`config.mk`:
```
export PLATFORM = sky130hd
export DESIGN_NAME = vga_timing_gen
export DESIGN_NICKNAME = d
export VERILOG_FILES = /design/src/rtl/vga_timing_gen.sv
export SDC_FILE = /design/constraint.sdc
export NUM_CORES = 1
export LEC_CHECK = 0
export ABC_AREA = 1
export BUFFER_PORTS_ARGS = -buffer_cell sky130_fd_sc_hd__buf_2
export CORE_ASPECT_RATIO = 1.75
export CORE_MARGIN = 4
export CORE_UTILIZATION = 57
export DETAILED_ROUTE_END_ITERATION = 7
export HOLD_SLACK_MARGIN = 0.08
export PLACE_DENSITY_LB_ADDON = 0.1
export SYNTH_ARGS = -nofsm -noshare
export SYNTH_HDL_FRONTEND = slang
export SYNTH_SLANG_ARGS = --single-unit
```
`constraint.sdc`:
```
create_clock -name i_clk -period 2.3 [get_ports i_clk]
set_input_delay 0.115 -clock i_clk [delete_from_list [all_inputs] [get_ports i_clk]]
set_output_delay 0.115 -clock i_clk [all_outputs]
set_load 0.01 [all_outputs]
```
`src/rtl/vga_timing_gen.sv`:
```
// vga_timing_gen
//   Parametrised VGA raster timing generator. Divides the system clock into a pixel strobe,
//   walks a horizontal/vertical raster and produces registered sync, blanking, scaled
//   framebuffer coordinates, a vblank NMI and a vblank-synchronised double-buffer swap.
//
// Ports
//   i_clk            system clock
//   i_rst_n          asynchronous active-low reset
//   i_enable         raster run; low holds the generator idle at (0,0)
//   i_nmi_enable     enable the vblank NMI
//   i_nmi_ack        level; high clears a pending NMI
//   i_swap_req       one-cycle pulse requesting a buffer swap at the next vblank start
//   o_px_clock       one-cycle pixel strobe, every PX_DIV clocks
//   o_hsync/o_vsync  syncs, active level HSYNC_POL/VSYNC_POL
//   o_hblank         HCount >= H_VISIBLE
//   o_vblank         VCount >= V_VISIBLE
//   o_visible        ~HBlank & ~VBlank
//   o_fb_x/o_fb_y    framebuffer column/row (counters >> SCALE_SHIFT)
//   o_frame_start    pulse with the pixel strobe at raster position (0,0)
//   o_nmi_n          active-low vblank interrupt
//   o_front_buf      buffer currently scanned out
//   o_swap_pending   swap requested but not yet applied
module vga_timing_gen #(
    parameter int unsigned H_VISIBLE   = 640,
    parameter int unsigned H_FRONT     = 16,
    parameter int unsigned H_SYNC      = 96,
    parameter int unsigned H_BACK      = 48,
    parameter int unsigned V_VISIBLE   = 480,
    parameter int unsigned V_FRONT     = 10,
    parameter int unsigned V_SYNC      = 2,
    parameter int unsigned V_BACK      = 33,
    parameter int unsigned PX_DIV      = 2,
    parameter bit          HSYNC_POL   = 1'b0,
    parameter bit          VSYNC_POL   = 1'b0,
    parameter int unsigned SCALE_SHIFT = 2,
    localparam int unsigned FBX_W = ($clog2(H_VISIBLE >> SCALE_SHIFT) > 0) ?
                                    $clog2(H_VISIBLE >> SCALE_SHIFT) : 1,
    localparam int unsigned FBY_W = ($clog2(V_VISIBLE >> SCALE_SHIFT) > 0) ?
                                    $clog2(V_VISIBLE >> SCALE_SHIFT) : 1
) (
    input  logic             i_clk,
    input  logic             i_rst_n,
    input  logic             i_enable,
    input  logic             i_nmi_enable,
    input  logic             i_nmi_ack,
    input  logic             i_swap_req,
    output logic             o_px_clock,
    output logic             o_hsync,
    output logic             o_vsync,
    output logic             o_hblank,
    output logic             o_vblank,
    output logic             o_visible,
    output logic [FBX_W-1:0] o_fb_x,
    output logic [FBY_W-1:0] o_fb_y,
    output logic             o_frame_start,
    output logic             o_nmi_n,
    output logic             o_front_buf,
    output logic             o_swap_pending
);

    localparam int unsigned H_TOTAL = H_VISIBLE + H_FRONT + H_SYNC + H_BACK;
    localparam int unsigned V_TOTAL = V_VISIBLE + V_FRONT + V_SYNC + V_BACK;
    localparam int unsigned HW      = $clog2(H_TOTAL);
    localparam int unsigned VW      = $clog2(V_TOTAL);
    localparam int unsigned DW      = (PX_DIV > 1) ? $clog2(PX_DIV) : 1;

    localparam logic [DW-1:0] D_LAST  = DW'(PX_DIV - 1);
    localparam logic [HW-1:0] H_LAST  = HW'(H_TOTAL - 1);
    localparam logic [VW-1:0] V_LAST  = VW'(V_TOTAL - 1);
    localparam logic [HW-1:0] H_VIS_L = HW'(H_VISIBLE);
    localparam logic [VW-1:0] V_VIS_L = VW'(V_VISIBLE);
    // Sync windows compared one bit wider so a zero back porch cannot overflow the end value.
    localparam logic [HW:0]   H_SS    = (HW+1)'(H_VISIBLE + H_FRONT);
    localparam logic [HW:0]   H_SE    = (HW+1)'(H_VISIBLE + H_FRONT + H_SYNC);
    localparam logic [VW:0]   V_SS    = (VW+1)'(V_VISIBLE + V_FRONT);
    localparam logic [VW:0]   V_SE    = (VW+1)'(V_VISIBLE + V_FRONT + V_SYNC);

    logic [DW-1:0]    r_div;
    logic [HW-1:0]    r_hcount;
    logic [VW-1:0]    r_vcount;
    logic             r_px_clock;
    logic             r_hsync;
    logic             r_vsync;
    logic             r_hblank;
    logic             r_vblank;
    logic             r_visible;
    logic [FBX_W-1:0] r_fb_x;
    logic [FBY_W-1:0] r_fb_y;
    logic             r_frame_start;
    logic             r_nmi_n;
    logic             r_front_buf;
    logic             r_swap_pending;

    logic [DW-1:0]    w_div_d;
    logic [HW-1:0]    w_h_d;
    logic [VW-1:0]    w_v_d;
    logic             w_tick;
    logic             w_event;
    logic             w_hblank_d;
    logic             w_vblank_d;
    logic             w_hsync_act;
    logic             w_vsync_act;

    // Counter next state. The registered strobe marks the cycle in which the divider sits at
    // PX_DIV-1; the counters step on the edge that ends that cycle.
    always_comb begin
        w_div_d = '0;
        w_h_d   = '0;
        w_v_d   = '0;
        w_tick  = 1'b0;
        w_event = 1'b0;
        if (i_enable) begin
            w_div_d = (r_div == D_LAST) ? '0 : r_div + 1'b1;
            w_tick  = r_px_clock;
            w_h_d   = r_hcount;
            w_v_d   = r_vcount;
            if (w_tick) begin
                if (r_hcount == H_LAST) begin
                    w_h_d = '0;
                    w_v_d = (r_vcount == V_LAST) ? '0 : r_vcount + 1'b1;
                end else begin
                    w_h_d = r_hcount + 1'b1;
                end
            end
            // Vblank start: the strobe that moves the raster onto (0, V_VISIBLE).
            w_event = w_tick && (w_h_d == '0) && (w_v_d == V_VIS_L);
        end
    end

    // Raster outputs are decoded from the next counter values so they register alongside them.
    always_comb begin
        w_hblank_d  = i_enable && (w_h_d >= H_VIS_L);
        w_vblank_d  = i_enable && (w_v_d >= V_VIS_L);
        w_hsync_act = i_enable && ({1'b0, w_h_d} >= H_SS) && ({1'b0, w_h_d} < H_SE);
        w_vsync_act = i_enable && ({1'b0, w_v_d} >= V_SS) && ({1'b0, w_v_d} < V_SE);
    end

    always_ff @(posedge i_clk or negedge i_rst_n) begin
        if (!i_rst_n) begin
            r_div          <= '0;
            r_hcount       <= '0;
            r_vcount       <= '0;
            r_px_clock     <= 1'b0;
            r_hsync        <= ~HSYNC_POL;
            r_vsync        <= ~VSYNC_POL;
            r_hblank       <= 1'b0;
            r_vblank       <= 1'b0;
            r_visible      <= 1'b0;
            r_fb_x         <= '0;
            r_fb_y         <= '0;
            r_frame_start  <= 1'b0;
            r_nmi_n        <= 1'b1;
            r_front_buf    <= 1'b0;
            r_swap_pending <= 1'b0;
        end else begin
            r_div         <= w_div_d;
            r_hcount      <= w_h_d;
            r_vcount      <= w_v_d;
            r_px_clock    <= i_enable && (w_div_d == D_LAST);
            r_hsync       <= w_hsync_act ? HSYNC_POL : ~HSYNC_POL;
            r_vsync       <= w_vsync_act ? VSYNC_POL : ~VSYNC_POL;
            r_hblank      <= w_hblank_d;
            r_vblank      <= w_vblank_d;
            r_visible     <= i_enable && !w_hblank_d && !w_vblank_d;
            r_fb_x        <= (i_enable && !w_hblank_d && !w_vblank_d) ?
                             FBX_W'(w_h_d >> SCALE_SHIFT) : '0;
            r_fb_y        <= (i_enable && !w_vblank_d) ? FBY_W'(w_v_d >> SCALE_SHIFT) : '0;
            r_frame_start <= i_enable && (w_div_d == D_LAST) && (w_h_d == '0) && (w_v_d == '0);

            // Vblank start beats a simultaneous acknowledge.
            if (w_event && i_nmi_enable) begin
                r_nmi_n <= 1'b0;
            end else if (i_nmi_ack || !i_nmi_enable) begin
                r_nmi_n <= 1'b1;
            end

            // A request arriving on the vblank edge itself waits for the following vblank.
            if (w_event) begin
                if (r_swap_pending) begin
                    r_front_buf <= ~r_front_buf;
                end
                r_swap_pending <= i_swap_req;
            end else if (i_swap_req) begin
                r_swap_pending <= 1'b1;
            end
        end
    end

    assign o_px_clock     = r_px_clock;
    assign o_hsync        = r_hsync;
    assign o_vsync        = r_vsync;
    assign o_hblank       = r_hblank;
    assign o_vblank       = r_vblank;
    assign o_visible      = r_visible;
    assign o_fb_x         = r_fb_x;
    assign o_fb_y         = r_fb_y;
    assign o_frame_start  = r_frame_start;
    assign o_nmi_n        = r_nmi_n;
    assign o_front_buf    = r_front_buf;
    assign o_swap_pending = r_swap_pending;

endmodule

```
=== After elaboration in Yosys (flattened, before gate mapping) ===
Index checks and enable logic that the tools add are counted.

* Register bits: 46
* Bits of input ports: 6
* Output and inout port bits: 25
* Word-level logic and storage cells: 73

* Add/sub/neg operators: 3
* Order comparisons: 6
* Equality and inequality tests: 3
* Mux-type cells: 20
* Bitwise logic cells: 1
* Reduce and logical (&&, ||, !) cells: 25

{| class="wikitable"
|+ Operators by type and width
! cell !! count
|-
| two-way mux 10 bit || 9
|-
| logical NOT 10 bit || 3
|-
| adder 10 x 1 -> 10 bit, second input constant || 2
|-
| equality test 10 bit, second input constant || 2
|-
| greater-or-equal comparator 10 bit, second input constant || 2
|-
| greater-or-equal comparator 10 x 9 -> 1 bit, second input constant || 2
|-
| logical AND 1 bit || 15
|-
| equality test 10 x 9 -> 1 bit, second input constant || 1
|-
| less-than comparator 10 bit, second input constant || 1
|-
| less-than comparator 10 x 9 -> 1 bit, second input constant || 1
|-
| two-way mux 1 bit || 9
|-
| two-way mux 8 bit || 1
|-
| two-way mux 7 bit || 1
|-
| nonzero test 2 bit || 2
|-
| logical NOT 1 bit || 3
|-
| AND reduction 2 bit || 1
|-
| adder 1 bit, second input constant || 1
|-
| logical OR 1 bit || 1
|-
| inverter 1 bit || 1
|}

=== Logic depth before layout (Yosys ltp) ===
* Depth after elaboration: 11
* Gate-level depth with buffers: 15
* Depth with buffers taken out: 15

=== Least setup slack after synthesis ===
OpenSTA, ideal clock, no wires.

* Path kind: reg2reg
* Start: register r_hcount[0]
* End: register r_swap_pending, in the netlist o_swap_pending
* Setup time: 0.118 ns
* Arrival: 1.783 ns
* Required time: 2.182 ns
* Slack: 0.399 ns
* Stages on the path, launching flop included: 14
* Buffers on the path: 0
* Clock period less this slack: 1.901 ns
* Cell sequence: dfrtp_1 ha_1 nand2_1 nor2_8 inv_4 nor2_8 nand3_2 nand2_1 nand2_2 nor2_4 nand3_2 nor2_4 nand2_2 a21o_1

* Word-level cells in the longest chain between the ends: 9

{| class="wikitable"
|+ RTL lines
! element !! RTL line !! RTL
|-
| start: declaration || 79 || <nowiki>logic [HW-1:0] r_hcount;</nowiki>
|-
| start signal: assignment || 157 || <nowiki>r_hcount <= w_h_d;</nowiki>
|-
| adder 10 x 1 -> 10 bit / equality test 10 bit (equally long branches) || 122, 118 ||
|-
| two-way mux 10 bit || 118 || <nowiki>if (r_hcount == H_LAST) begin</nowiki>
|-
| two-way mux 10 bit || 117 || <nowiki>if (w_tick) begin</nowiki>
|-
| two-way mux 10 bit || 112 || <nowiki>if (i_enable) begin</nowiki>
|-
| logical NOT 10 bit || 126 || <nowiki>w_event = w_tick && (w_h_d == '0) && (w_v_d == V_VIS_L);</nowiki>
|-
| logical AND 1 bit || 126 ||
|-
| logical AND 1 bit (*) || 126 ||
|-
| two-way mux 1 bit (*) || 112 ||
|-
| two-way mux 1 bit / nonzero test 2 bit (equally long branches) || - ||
|-
| end signal: assignment || 182 || <nowiki>r_swap_pending <= i_swap_req;</nowiki>
|-
| end: declaration || 92 || <nowiki>logic r_swap_pending;</nowiki>
|}

Mark *: on every way between the ends. The rest lies on a longest branch, timed or not. The select of a mux whose other input is x is not followed.
A chain may end at the register's enable or synchronous reset.

=== Worst setup path after layout ===
* Start: register r_hcount[1]
* End: register r_swap_pending, in the netlist o_swap_pending

Same word-level chain as after synthesis.

==> impl_metrics.toml <==
[drt]
viasPerCell = 5.34
postRouteAntennaNets = 0
wirelength_um = 5640
drt-pass1-iter-count = 4
wl_per_cell_um = 14.6
first_iter_violations = 76
vias = 2068
drc = 0

[power_and_ir_drop]
power-per-cell-area_mw_per_mm2 = 536
p_leak_nw = 1.50
p_int_mw = 1.16
total_power_mw = 1.49
ir_worst_vdd_mv = 0.537
p_sw_mw = 0.338
p_clk_share_pct = 39.8
power_frac_comb_pct = 6.4
seqPwrFrac_pct = 53.8
p_sw_share_pct = 22.6

[die]
row_count = 31
dieArea_mm2 = 0.00536
fp.coreArea_mm2 = 0.00411
die_w_um = 57.1
num_io_pins = 31
die_y_um = 93.9
initial_core_util_pct = 58.5

[setup_path]
cp-end-kind = "register"
cpLargestDelayFamily = "simple AND/OR/NAND/NOR gates"
cp_max_fo = 8
cp.depth = 13
worstPathCellList = "ha_1, nand2_2, nor2_8, inv_4, nor2_8, nand2_2, o21ai_2, nand2_1, nor2_2, nand3_1, nor2_4, nand2_2, a21o_1"
crit_arrival_ps = 2330
critPathBufInv = 1
criticalPathCategory = "reg -> reg"
startpoint_type = "register"
critical_path.slowest_cell = "dfrtp_1"
critPathMaxStageDelay_ps = 370
crit_required_ps = 2490
timing.critical_path.mode_cell = "nand2_2"
reg2reg_depth = 13

[final_layout]
final_cell_mix = "nand2_1, nor2_1, dfrtp_1, inv_1, buf_2"
fin_util_pct = 67.9
multi_input_area_mm2 = 0.00111
regArea_mm2 = 0.00113
final_cells = 387
syn2layout_area_growth_pct = 16.1
n_antenna_cell = 0
drive_above_1_share_pct = 23.4
layout.nets = 346
n_fill_cell = 376
layout_commonest_cell = "nand2_1"

[global_route]
grt_pass1_wl_um = 9630
first_global_vias = 2144
antenna_found_initial = 0
grt_max_degree = 46
grt_overflow = 0
grt_usage_pct = 23.4

[logic_synthesis]
synth.avg_cell_area_um2 = 8.15
ys_types = 33
synth_top_area_share_pct = 43.7
syn_area_mm2 = 0.00240
ys_seq_area_share_pct = 47.0
ys_warn_count = 0
yosys.area.top_type = "dfrtp_1"
syn_nets = 304
ys_seq_elements = 45
synth_area_leaders = "dfrtp_1, nand2_1, nor2_1"
syn_inst = 295

[timing]
slew_headroom_pct = 35.7
timing_hold_violations_final = 0
setup_viol = 0
finalSetupTns_ps = 0
max_freq_ghz = 0.467
worst_pin_slew_ps = 964
finClkSkew_ps = 4.88
rsz0062_at_grt = "false"
maxSlewViolCount = 0
period_needed_ps = 2140
final.period_utilization_pct = 93.1

[clock_network]
cts-root-buf = "clkbuf_8"
cts.clk_slew.worst_paths_ps = 80
cts_buffers = 5
cts_max_path_buffers = 2
cts.sinks = 45
htree_num_levels = 2
clock_latency_ps = 300
cts_tree = "done"

[placed_design]
dp_hpwl_um = 4340
port_buffers = 30
gp_congestion = 0.903
place_inst = 374

[job]
drv_cap = 0

[worst_hold_path]
hp-class = "in -> reg"
whs_path_depth = 3

[status]
status = "finished, final reports clean"
power by group through the flow:
| stage | sequential [mW] | clock, mW | combinational [mW] |
|---|---|---|---|
| 5_1_grt | 0.805 | 0.633 | 0.106 |
| 6_report | 0.804 | 0.595 | 0.0951 |
| 3_5_place_dp | 0.820 | 0 | 0.0863 |
| 2_1_floorplan | 0.820 | 0 | 0.0469 |
| 3_3_place_gp | 0.819 | 0 | 0.0866 |
| 4_1_cts | 0.804 | 0.605 | 0.0918 |
sequential cells by signal (all words and copies together) (netlist names):
signal and flops:
o_hsync 1, o_vblank 1, o_front_buf 1, o_hblank 1, r_div 1, o_vsync 1
o_fb_x 8, r_vcount 10, o_nmi_n 1, o_fb_y 7, r_hcount 10, o_visible 1
o_frame_start 1, o_swap_pending 1
through the flow:
step,area [um2],hold WS [ps],setup WS (ps)
floorplan,2400,-181,399
global placement,2620,244,161
detailed placement,2620,261,118
CTS,2770,155,107
global route,2790,159,4.58
finish,2790,173,159
cells in the mapped netlist:
library cell,count
dfstp_2,3
clkbuf_1,1
inv_2,4
nor2_2,3
o21ai_1,5
nor2_8,2
nor2_4,4
inv_1,34
a21o_1,1
a21oi_1,3
inv_4,1
xor2_1,1
nand3_2,3
o21ai_4,1
buf_2,1
dfrtp_1,42
ha_1,3
nand2_2,6
nor2_1,60
o2111ai_1,1
nand4_4,2
o21ai_2,3
nand3_4,1
xor2_4,1
o21ai_0,1
nor3_1,2
nand3_1,24
clkinv_1,1
buf_4,1
nand4_1,11
or2_2,2
nand3b_1,2
nand2_1,65
final timing paths:
kind                       slack (ps)                          to                    start
min in group asynchronous         490       r_vcount[0]$_DFF_PN0_                  i_rst_n
max reg2reg                       160  o_swap_pending$_DFFE_PN0P_    r_hcount[1]$_DFF_PN0_
max in group asynchronous        1200       r_vcount[7]$_DFF_PN0_                  i_rst_n
min reg2reg                       510     o_front_buf$_DFFE_PN0P_  o_front_buf$_DFFE_PN0P_
min                               170         o_fb_y[6]$_DFF_PN0_                 i_enable
max                               160  o_swap_pending$_DFFE_PN0P_    r_hcount[1]$_DFF_PN0_
worst register-to-register path, delay by kind of cell (launching register included):
kind	cells	cell delay [ps]
AO/OA/AOI/OAI	2	250
adder cells (fa/ha/maj)	1	200
buffers and inverters	1	70
flip-flops	1	370
AND/OR/NAND/NOR	9	1160
logic make-up after synthesis:
family                   Yosys count  synth area share [%]
XOR/XNOR                           2                  1.51
adder cells (fa/ha/maj)            3                  1.56
buffers and inverters             43                  7.03
AND/OR/NAND/NOR                  187                  38.6
AO/OA/AOI/OAI                     15                  4.32
flip-flops                        45                  47.0
layer usage:
layer | track usage, % | up-vias | share of wire, %
li1 | - | 1014 | -
met1 | 24.4 | 965 | 36
met2 | 42.8 | 66 | 56
met3 | 3.85 | 23 | 3.8
met4 | 13.2 | 0 | 4.4
met5 | 0 | - | 0
area by class of cell:
class	count	area share [%]
clock buffers	6	2.60
repair buffers	38	7.89
inverters	40	5.47
clock inverters	2	1.39
flip-flops and latches	45	40.5
multi-input cells	207	40.0
well taps	49	2.20
repair_timing:
item	4_1_cts	5_1_grt
setup buffers	0	1
resized for setup	0	3
hold buffers	4	0
setup endpoints to repair	0	3
hold endpoints to repair	44	0
Power figures use the tool's default switching activity.
